## src/rtl/buzzer_sequencer_if.sv

```systemverilog
//==============================================================================
// Module      : buzzer_sequencer_if
// Description : CPU-side push/flush bus plus the Buzzer16 command strobe of the
//               buzzer note sequencer, bundled with master/slave views.
// Revision    : 1.0 - initial release
//==============================================================================
`default_nettype none

interface buzzer_sequencer_if #(
    parameter int DEPTH = 8,
    parameter int DUR_W = 12
);
    localparam int LVL_W = $clog2(DEPTH) + 1;

    logic               wr;
    logic [DUR_W+7:0]   wdata;
    logic               clear;
    logic               full;
    logic [LVL_W-1:0]   level;
    logic               busy;
    logic               done;
    logic [23:0]        cmd_out;
    logic               cmd_valid;

    // Requester side: pushes note records and may flush the queue.
    modport master (
        output wr, wdata, clear,
        input  full, level, busy, done, cmd_out, cmd_valid
    );

    // Sequencer side.
    modport slave (
        input  wr, wdata, clear,
        output full, level, busy, done, cmd_out, cmd_valid
    );
endinterface

`default_nettype wire

```

## src/rtl/buzzer_sequencer.sv

```systemverilog
//==============================================================================
// Module      : buzzer_sequencer
// Description : Note-queue controller for the Buzzer16 tone block. Buffers
//               {dur, vol, note} records in a FIFO and issues VOL/SET/STOP
//               command words, holding each note for dur ticks of TICK_DIV
//               clk cycles. Optional macro BUZZSEQ_LOOP_EN adds a `loop`
//               input that recirculates popped records to replay the tune.
//               TICK_DIV must be at least 2.
// Revision    : 1.0 - initial release
//==============================================================================
`default_nettype none

module buzzer_sequencer #(
    parameter int DEPTH    = 8,
    parameter int TICK_DIV = 50000,
    parameter int DUR_W    = 12
) (
    input  wire logic           clk,
    input  wire logic           rst,
`ifdef BUZZSEQ_LOOP_EN
    input  wire logic           loop,
`endif
    buzzer_sequencer_if.slave   bus
);

    localparam int AW    = $clog2(DEPTH);
    localparam int LVL_W = AW + 1;
    localparam int REC_W = DUR_W + 8;
    localparam int PRE_W = (TICK_DIV > 1) ? $clog2(TICK_DIV) : 1;

    localparam logic [7:0] OP_SET  = 8'd1;
    localparam logic [7:0] OP_STOP = 8'd2;
    localparam logic [7:0] OP_VOL  = 8'd3;

    localparam logic [LVL_W-1:0] LVL_FULL = LVL_W'(DEPTH);
    localparam logic [PRE_W-1:0] PRE_LAST = PRE_W'(TICK_DIV - 1);
    // The NOTEC cycle is cycle 0 of the first tick, so HOLD starts at 1 and
    // the note lasts exactly dur*TICK_DIV cycles from NOTEC to the exit.
    localparam logic [PRE_W-1:0] PRE_START = (TICK_DIV > 1) ? PRE_W'(1) : '0;
    localparam logic [DUR_W-1:0] DUR_ONE   = DUR_W'(1);

    typedef enum logic [2:0] {
        S_IDLE  = 3'd0,
        S_VOLC  = 3'd1,
        S_NOTEC = 3'd2,
        S_HOLD  = 3'd3,
        S_STOPC = 3'd4
    } state_t;

    // ---------------------------------------------------------------- state
    state_t             state_q, state_d;

    // ----------------------------------------------------------------- FIFO
    logic [REC_W-1:0]   mem_q [DEPTH];
    logic [AW-1:0]      rd_ptr_q;
    logic [AW-1:0]      wr_ptr_q;
    logic [LVL_W-1:0]   count_q;

    // ------------------------------------------------------------- datapath
    logic [DUR_W-1:0]   cur_dur_q,   cur_dur_d;
    logic [1:0]         cur_vol_q,   cur_vol_d;
    logic [5:0]         cur_note_q,  cur_note_d;
    logic [1:0]         last_vol_q,  last_vol_d;
    logic               vol_known_q, vol_known_d;
    logic [DUR_W-1:0]   dcnt_q,      dcnt_d;
    logic [PRE_W-1:0]   pre_q,       pre_d;
    logic [23:0]        cmd_q,       cmd_d;
    logic               cmd_valid_q, cmd_valid_d;
    logic               done_q,      done_d;

    // ------------------------------------------------------------- controls
    logic               loop_act;
    logic               fifo_empty;
    logic               fifo_full;
    logic [REC_W-1:0]   head;
    logic               pop;
    logic               push_ext;
    logic               push_rep;
    logic               push;
    logic [REC_W-1:0]   push_data;
    logic               tick_wrap;

`ifdef BUZZSEQ_LOOP_EN
    assign loop_act = loop;
`else
    assign loop_act = 1'b0;
`endif

    assign fifo_empty = (count_q == '0);
    assign fifo_full  = (count_q == LVL_FULL);
    assign head       = mem_q[rd_ptr_q];
    assign tick_wrap  = (pre_q == PRE_LAST);

    // A full FIFO still accepts a push when a pop frees a slot in the same
    // cycle. In loop mode the popped record is re-pushed instead, and
    // external writes are ignored so the recirculating tune stays intact.
    assign push_ext  = bus.wr && !bus.clear && !loop_act && (!fifo_full || pop);
    assign push_rep  = pop && loop_act;
    assign push      = push_ext || push_rep;
    assign push_data = push_rep ? head : bus.wdata;

    assign bus.full      = fifo_full;
    assign bus.level     = count_q;
    assign bus.busy      = (state_q != S_IDLE);
    assign bus.done      = done_q;
    assign bus.cmd_out   = cmd_q;
    assign bus.cmd_valid = cmd_valid_q;

    // FIFO storage: data words carry no reset, only pointers/occupancy do.
    always_ff @(posedge clk) begin
        if (push) begin
            mem_q[wr_ptr_q] <= push_data;
        end
    end

    // FIFO pointers and occupancy; clear empties the queue immediately.
    always_ff @(posedge clk or posedge rst) begin
        if (rst) begin
            rd_ptr_q <= '0;
            wr_ptr_q <= '0;
            count_q  <= '0;
        end else if (bus.clear) begin
            rd_ptr_q <= '0;
            wr_ptr_q <= '0;
            count_q  <= '0;
        end else begin
            if (push) begin
                wr_ptr_q <= wr_ptr_q + 1'b1;
            end
            if (pop) begin
                rd_ptr_q <= rd_ptr_q + 1'b1;
            end
            case ({push, pop})
                2'b10:   count_q <= count_q + 1'b1;
                2'b01:   count_q <= count_q - 1'b1;
                default: count_q <= count_q;
            endcase
        end
    end

    // Sequencer state register.
    always_ff @(posedge clk or posedge rst) begin
        if (rst) begin
            state_q <= S_IDLE;
        end else begin
            state_q <= state_d;
        end
    end

    // Next-state, pop decision and command generation.
    always_comb begin
        state_d     = state_q;
        pop         = 1'b0;
        cur_dur_d   = cur_dur_q;
        cur_vol_d   = cur_vol_q;
        cur_note_d  = cur_note_q;
        last_vol_d  = last_vol_q;
        vol_known_d = vol_known_q;
        dcnt_d      = dcnt_q;
        pre_d       = pre_q;
        cmd_d       = 24'h0;
        cmd_valid_d = 1'b0;
        done_d      = 1'b0;

        case (state_q)
            S_IDLE: begin
                // A flush in IDLE leaves the sequencer idle.
                if (!bus.clear && !fifo_empty) begin
                    pop     = 1'b1;
                    state_d = S_VOLC;
                end
            end

            S_VOLC: begin
                if (bus.clear) begin
                    state_d = S_STOPC;
                end else begin
                    // Only re-send volume when it actually changes.
                    if (!vol_known_q || (cur_vol_q != last_vol_q)) begin
                        cmd_d       = {OP_VOL, 14'd0, cur_vol_q};
                        cmd_valid_d = 1'b1;
                        last_vol_d  = cur_vol_q;
                        vol_known_d = 1'b1;
                    end
                    state_d = S_NOTEC;
                end
            end

            S_NOTEC: begin
                if (bus.clear) begin
                    state_d = S_STOPC;
                end else begin
                    // Note 0 is a rest: silence the buzzer for its duration.
                    if (cur_note_q == 6'd0) begin
                        cmd_d = {OP_STOP, 16'd0};
                    end else begin
                        cmd_d = {OP_SET, 10'd0, cur_note_q};
                    end
                    cmd_valid_d = 1'b1;
                    dcnt_d      = (cur_dur_q == '0) ? DUR_ONE : cur_dur_q;
                    pre_d       = PRE_START;
                    state_d     = S_HOLD;
                end
            end

            S_HOLD: begin
                if (bus.clear) begin
                    state_d = S_STOPC;
                end else begin
                    pre_d = tick_wrap ? '0 : pre_q + 1'b1;
                    if (tick_wrap) begin
                        dcnt_d = dcnt_q - 1'b1;
                        if (dcnt_q == DUR_ONE) begin
                            // Legato: the next note follows without a STOP.
                            if (!fifo_empty) begin
                                pop     = 1'b1;
                                state_d = S_VOLC;
                            end else begin
                                state_d = S_STOPC;
                            end
                        end
                    end
                end
            end

            S_STOPC: begin
                cmd_d       = {OP_STOP, 16'd0};
                cmd_valid_d = 1'b1;
                done_d      = 1'b1;
                state_d     = S_IDLE;
            end

            default: begin
                state_d = S_IDLE;
            end
        endcase

        if (pop) begin
            cur_dur_d  = head[REC_W-1:8];
            cur_vol_d  = head[7:6];
            cur_note_d = head[5:0];
        end
    end

    // Current record, volume cache, tick counters and registered outputs.
    always_ff @(posedge clk or posedge rst) begin
        if (rst) begin
            cur_dur_q   <= '0;
            cur_vol_q   <= '0;
            cur_note_q  <= '0;
            last_vol_q  <= '0;
            vol_known_q <= 1'b0;
            dcnt_q      <= '0;
            pre_q       <= '0;
            cmd_q       <= 24'h0;
            cmd_valid_q <= 1'b0;
            done_q      <= 1'b0;
        end else begin
            cur_dur_q   <= cur_dur_d;
            cur_vol_q   <= cur_vol_d;
            cur_note_q  <= cur_note_d;
            last_vol_q  <= last_vol_d;
            vol_known_q <= vol_known_d;
            dcnt_q      <= dcnt_d;
            pre_q       <= pre_d;
            cmd_q       <= cmd_d;
            cmd_valid_q <= cmd_valid_d;
            done_q      <= done_d;
        end
    end

endmodule

`default_nettype wire

```

## src/flat_wrapper.sv

```systemverilog
// flat-port wrapper written by rule: the top's interface ports become plain ports
module buzzer_sequencer_flat 
#(
    parameter int DEPTH    = 8,
    parameter int TICK_DIV = 50000,
    parameter int DUR_W    = 12
)
  (clk, rst, bus_wr, bus_wdata, bus_clear, bus_full, bus_level, bus_busy, bus_done, bus_cmd_out, bus_cmd_valid);
  buzzer_sequencer_if #(.DEPTH(DEPTH), .DUR_W(DUR_W)) bus_i ();
  input  wire logic clk;
  input  wire logic rst;
  input wire logic [$bits(bus_i.wr)-1:0] bus_wr;
  input wire logic [$bits(bus_i.wdata)-1:0] bus_wdata;
  input wire logic [$bits(bus_i.clear)-1:0] bus_clear;
  output wire logic [$bits(bus_i.full)-1:0] bus_full;
  output wire logic [$bits(bus_i.level)-1:0] bus_level;
  output wire logic [$bits(bus_i.busy)-1:0] bus_busy;
  output wire logic [$bits(bus_i.done)-1:0] bus_done;
  output wire logic [$bits(bus_i.cmd_out)-1:0] bus_cmd_out;
  output wire logic [$bits(bus_i.cmd_valid)-1:0] bus_cmd_valid;
  assign bus_i.wr = bus_wr;
  assign bus_i.wdata = bus_wdata;
  assign bus_i.clear = bus_clear;
  assign bus_full = bus_i.full;
  assign bus_level = bus_i.level;
  assign bus_busy = bus_i.busy;
  assign bus_done = bus_i.done;
  assign bus_cmd_out = bus_i.cmd_out;
  assign bus_cmd_valid = bus_i.cmd_valid;
  buzzer_sequencer #(.DEPTH(DEPTH), .TICK_DIV(TICK_DIV), .DUR_W(DUR_W)) u_core (.clk(clk), .rst(rst), .bus(bus_i));
endmodule
```

## config.mk

```make
export PLATFORM = sky130hd
export DESIGN_NAME = buzzer_sequencer_flat
export DESIGN_NICKNAME = d
export VERILOG_FILES = /design/src/rtl/buzzer_sequencer_if.sv /design/src/rtl/buzzer_sequencer.sv /design/src/flat_wrapper.sv
export SDC_FILE = /design/constraint.sdc
export NUM_CORES = 1
export LEC_CHECK = 0
export BUFFER_PORTS_ARGS = -buffer_cell sky130_fd_sc_hd__buf_2
export CAP_MARGIN = 15
export CORE_ASPECT_RATIO = 0.8
export CORE_MARGIN = 2
export CORE_UTILIZATION = 57
export CTS_BUF_LIST = sky130_fd_sc_hd__clkbuf_8
export CTS_CLUSTER_DIAMETER = 120
export DETAILED_ROUTE_END_ITERATION = 12
export PLACE_DENSITY_LB_ADDON = 0.08
export SLEW_MARGIN = 25
export SYNTH_ARGS = -nofsm -noshare
export SYNTH_HDL_FRONTEND = slang
export SYNTH_SLANG_ARGS = --single-unit
```

## constraint.sdc

```tcl
create_clock -name clk -period 3.28 [get_ports clk]
set_input_delay 0.82 -clock clk [delete_from_list [all_inputs] [get_ports clk]]
set_output_delay 0.82 -clock clk [all_outputs]
set_load 0.01 [all_outputs]
```

## Word level (Yosys, flattened, before mapping)

Memories as Yosys holds them, arrays and structs flattened. A register that Yosys moved wholly into a read port is not among the register bits.
Index checks and enable logic that the tools add are counted.

| word-level totals | value |
|---|---|
| register bits | 70 |
| RAM bits | 160 |
| word-level logic and storage cells | 98 |
| memories kept | 1 |

| cells by class | value |
|---|---|
| add/subtract/negate cells | 6 |
| eq/ne operators | 16 |
| multiplexer cells | 41 |
| bitwise operators | 1 |
| reduce and logical (&&, ||, !) cells | 22 |

Memory list:

| memory | words | bits a word | read ports | clocked after memory_dff | wr ports | RTL line | source |
|---|---|---|---|---|---|---|---|
| u_core.mem_q | 8 | 20 | 1 | 1 | 1 | buzzer_sequencer.sv:54 | `logic [REC_W-1:0] mem_q [DEPTH];` |

Operators by type and width:

| kind | number |
|---|---|
| 24-bit one-hot mux with 3 select lines | 1 |
| 12-bit 2-to-1 mux | 4 |
| 16-bit 2-to-1 mux | 3 |
| 24-bit 2-to-1 mux | 2 |
| 18-bit 2-to-1 mux | 2 |
| 3-bit 2-to-1 mux | 11 |
| 16-bit one-hot mux with 2 select lines | 1 |
| 12-bit one-hot mux with 2 select lines | 1 |
| 16-bit by 1-bit adder with 16-bit output (second input constant) | 1 |
| 16-bit == test (second input constant) | 1 |
| 12-bit by 1-bit == test with 1-bit output (second input constant) | 1 |
| 12-bit zero test | 1 |
| 3-bit one-hot mux with 4 select lines | 1 |
| 12-bit by 1-bit subtractor with 12-bit output (second input constant) | 1 |
| 1-bit 2-to-1 mux | 11 |
| 3-bit AND reduction | 3 |
| 4-bit one-hot mux with 2 select lines | 1 |
| 3-bit by 1-bit adder with 3-bit output (second input constant) | 2 |
| 3-bit by 2-bit == test with 1-bit output (second input constant) | 2 |
| 6-bit zero test | 1 |
| 3-bit by 2-bit != test with 1-bit output (second input constant) | 2 |
| 2-bit nonzero test | 3 |
| 3-bit nonzero test | 2 |
| 4-bit by 1-bit adder with 4-bit output (second input constant) | 1 |
| 19 further kinds | 27 |

## Logic depth before layout (Yosys ltp)

| logic depth | value |
|---|---|
| word-level depth | 11 |
| mapped depth | 10 |
| mapped depth without buffers | 10 |

## Worst setup path after synthesis

No wires, ideal clock.

| timing path | value |
|---|---|
| path kind | input-to-reg |
| start | input port bus_clear |
| end | memory u_core.mem_q[3][0] in the netlist's numbering, enable pin |
| library setup time | 0.427 ns |
| arrival | 3.079 ns |
| path slack | -0.225 ns |
| stages | 5 |
| cell sequence | nor3_1 and3_1 buf_2 o311ai_2 nor3b_1 |

| between the ends | value |
|---|---|
| longest elaborated chain between the ends | 8 |

RTL lines:

| what | RTL line | source |
|---|---|---|
| start: declaration | flat_wrapper.sv:14 | `input wire logic [$bits(bus_i.clear)-1:0] bus_clear;` |
| 1-bit zero test | buzzer_sequencer.sv:97, buzzer_sequencer.sv:168 |  |
| 1-bit logical AND | buzzer_sequencer.sv:168 | `if (!bus.clear && !fifo_empty) begin` |
| 1-bit 2-to-1 mux | buzzer_sequencer.sv:168 |  |
| 1-bit one-hot mux with 2 select lines | buzzer_sequencer.sv:165 | `case (state_q)` |
| 1-bit logical OR | buzzer_sequencer.sv:97 | `assign push_ext = bus.wr && !bus.clear && !loop_act && (!fifo_full \|\| pop);` |
| 1-bit logical AND (*) | buzzer_sequencer.sv:97 |  |
| 1-bit 2-to-1 mux (*) | buzzer_sequencer.sv:111 | `if (push) begin` |
| 1-bit 2-to-1 mux (implied by the code) (*) | buzzer_sequencer.sv:112 | `mem_q[wr_ptr_q] <= push_data;` |
| end: declaration | buzzer_sequencer.sv:54 |  |

Every way passes the cells marked *; elsewhere a longest branch is shown, timed or not.

## Worst setup path after layout

| timing path | value |
|---|---|
| start | register u_core.count_q[0] (netlist: u_core.bus.level[0]) |
| end | output port bus_full |

| between the ends | value |
|---|---|
| longest elaborated chain between the ends | 1 |

RTL lines:

| what | RTL line | source |
|---|---|---|
| start: declaration | buzzer_sequencer.sv:57 | `logic [LVL_W-1:0] count_q;` |
| start signal: assignment | buzzer_sequencer.sv:134 | `2'b10: count_q <= count_q + 1'b1;` |
| start signal: assignment | buzzer_sequencer.sv:135 | `2'b01: count_q <= count_q - 1'b1;` |
| start signal: assignment | buzzer_sequencer.sv:136 | `default: count_q <= count_q;` |
| 4-bit == test | buzzer_sequencer.sv:90 | `assign fifo_full = (count_q == LVL_FULL);` |
| end: declaration | flat_wrapper.sv:15 | `output wire logic [$bits(bus_i.full)-1:0] bus_full;` |

Every way passes these cells.

==> metrics <==
flops & latches, synth=234; CTS hold repair buffers=0; Ys Warns=0; Nets=739; Critical Path Max Stage Delay=0.71 ns; placement-stage cell area=10,700 sq um; outcome=complete, no violations; ANT cells=0; Tightest Pin Transition=0.872 ns; TritonCTS clock tree=done; Worst EP required=2.46 ns; share of post-route cells with drive strength above 1=29.8%; count of different cell masters after synthesis=64; cell area power density=712 nW/um^2; Core ar.=17,400 sq um; chip height=123 um; fin crit share=88.6%; arrival time of the worst setup path=2.09 ns; area delta synth->final=12.8%; syn_area_per_cell=15.9 sq um; Starting Density=58.3%; Clock Skews=0.0337 ns; DRC Markers=0; Post-synth EDFFs=160; vias per cell=5.85; worst hold-check path type=input port to asynchronous set/reset pin; max-slew violations=0; Sum Neg Setup Slack=0 ns; Final ANT Viol Nets=0; Mapped Area=10,100 sq um; unrepaired setup endpoints after global routing=false; GRT Overall Usage=21.3%; total number of clock tree sinks=234; sequential share of the synthesized area=65.7%; latest clock arrival within the worst-skew pair=0.53 ns; area occupied by multi-input gates=3290 sq um; TritonCTS buffer count=37; Max Clk Rate=344 MHz; Sequential Area=6660 sq um; critical path cell sequence=or4b_1 > inv_1 > buf_2; share of synthesized registers carrying an async set or reset=31.6%; most common cell after layout, fill and taps aside=edfxtp_1; I/O Buffers=39; Max clock buf depth=3; Post-CTS Setup Repair Bufs=0; Buf/Inv on CP=2; GRT Residual Overflow=0; Initial DRT Pass Iterations=5; Worst setup SP type=flop; dpl cells=893; vias in the first global route=5,770; Starting DRT DRC Count=352; CTS root buffer=clkbuf_8; slowest stage cell, crit path=or4b_1; die width=153 um; Max-Slew Margin vs Limit=41.7%; wirelength, routed=18,900 um; GPL Wtd Cong=0.905; fin area=11,400 sq um; hpwl dp=11,800 um; register clock-pin slew on the reported worst setup and hold paths=0.05 ns; die area=18,900 sq um; min cycle time layout=2.91 ns; largest net degree at the start of global routing=42; Final setup viols=0; Final Hold Fails=0; fin cells=959; first-pass GRT wire length=30,800 um; wire per inst=19.7 um; htree depth=2; std cell rows=43; top-level I/O count=56; via count=5,606; Primary FF master, synth=edfxtp_1; post-synthesis instance total=637; Crit Path Class=flop to output pin; Worst VDD drop=0.477 mV; Filler cells=1,230; max-cap viol count=0; most frequent cells in the layout=160 x edfxtp_1, 73 x dfrtp_1, 41 x clkbuf_8; static leakage=4.22 nW; Critical Path Sink Type=output pin; antenna violations before repair=0; post-CTS sizing=0; CP Max Fanout=8; delay-heaviest family, CP=simple AND/OR/NAND/NOR gates
cells in the mapped netlist, types with 8 or more instances:
cell type	n	share of area (%)
nor2_1	32	1.2
a22o_1	11	0.95
a21oi_1	14	0.69
clkbuf_1	16	0.59
buf_2	8	0.40
nor4_1	8	0.49
inv_1	8	0.30
buf_4	16	1.2
edfxtp_1	160	47
nand3_1	12	0.59
mux2_2	26	2.9
o21ai_0	32	1.6
mux2_4	21	3.1
mux4_2	40	8.9
nand2_1	34	1.3
nor3_1	16	0.79
dfrtp_1	74	18
cell families (layout without fill, tap and decap cells):
logic type	Yosys count	after routing	share of synthesized area, %
AO/OA/AOI/OAI	88	88	5.92
XOR/XNOR	9	9	0.778
adder cells (fa/ha/maj)	8	8	1.06
buffers and inverters	53	135	2.88
flip-flops	234	234	65.7
multiplexers	89	89	15.1
other	1	16	0.0370
AND/OR/NAND/NOR	155	155	8.52
stage by stage:
| stage | power [W] | util [%] | setup WS (ns) | hold WS (ns) |
|---|---|---|---|---|
| after floorplan | 0.00547 | - | 0.162 | 0.439 |
| after CTS | 0.00824 | 65.7 | 0.353 | 0.414 |
| after detailed placement | 0.00599 | 61.8 | 0.164 | 0.474 |
| final | 0.00813 | 65.7 | 0.374 | 0.410 |
| after global placement | 0.00592 | 61.8 | 0.191 | 0.453 |
| after global routing | 0.00860 | 65.7 | 0.266 | 0.465 |
power breakdown:
group          total (W)  switching, W  internal, W
Combinational    0.00192      0.000835      0.00108
Sequential       0.00400      0.000451      0.00355
Clock            0.00221       0.00106      0.00115
Total            0.00813       0.00235      0.00578
layer usage:
| layer | GRT usage [%] | part of all wire [%] | vias to the layer above |
|---|---|---|---|
| li1 | - | - | 2594 |
| met1 | 30.4 | 46 | 2819 |
| met2 | 33.6 | 47 | 158 |
| met3 | 4.03 | 4.9 | 35 |
| met4 | 7.52 | 2.1 | 0 |
| met5 | 0 | 0 | - |
final timing paths:
path                                      from               endpoint  slack [ns]  cells past startpoint
setup reg to reg           u_core.bus.level[0]   u_core.cur_dur_q[11]        0.43                      6
hold reg to reg             u_core.vol_known_q     u_core.vol_known_q        0.49                      1
min in group clk            u_core.vol_known_q     u_core.vol_known_q        0.49                      1
max in group asynchronous                  rst  u_core.bus.cmd_out[2]        2.18                      3
hold / removal                             rst    u_core.bus.level[0]        0.41                      2
setup / recovery           u_core.bus.level[0]               bus_full        0.37                      3
registers in the layout, summed over array words and instances (netlist names), 4 cells and up:
signal / cells
u_core.dcnt_q: 12
u_core.cur_dur_q: 12
u_core.bus.level: 4
u_core.bus.cmd_out: 8
u_core.mem_q: 160
u_core.cur_note_q: 6
u_core.pre_q: 16
final cells by class:
type | count | area share [%]
Clock buffer | 41 | 4.94
Clock inverter | 25 | 0.996
Inverter | 8 | 0.263
Multi-Input combinational cell | 365 | 28.8
Sequential cell | 234 | 58.3
Tap cell | 225 | 2.46
Timing Repair Buffer | 61 | 4.25
worst register-to-register path, cell delays in order (launching register included):
cell and delay (ns):
dfrtp_1 0.47, nor4_1 0.60, nor3_1 0.15, and3_1 0.28, nor2_2 0.55, buf_4 0.36
mux2_4 0.32
Note: power is estimated with default switching activity, not from simulation.
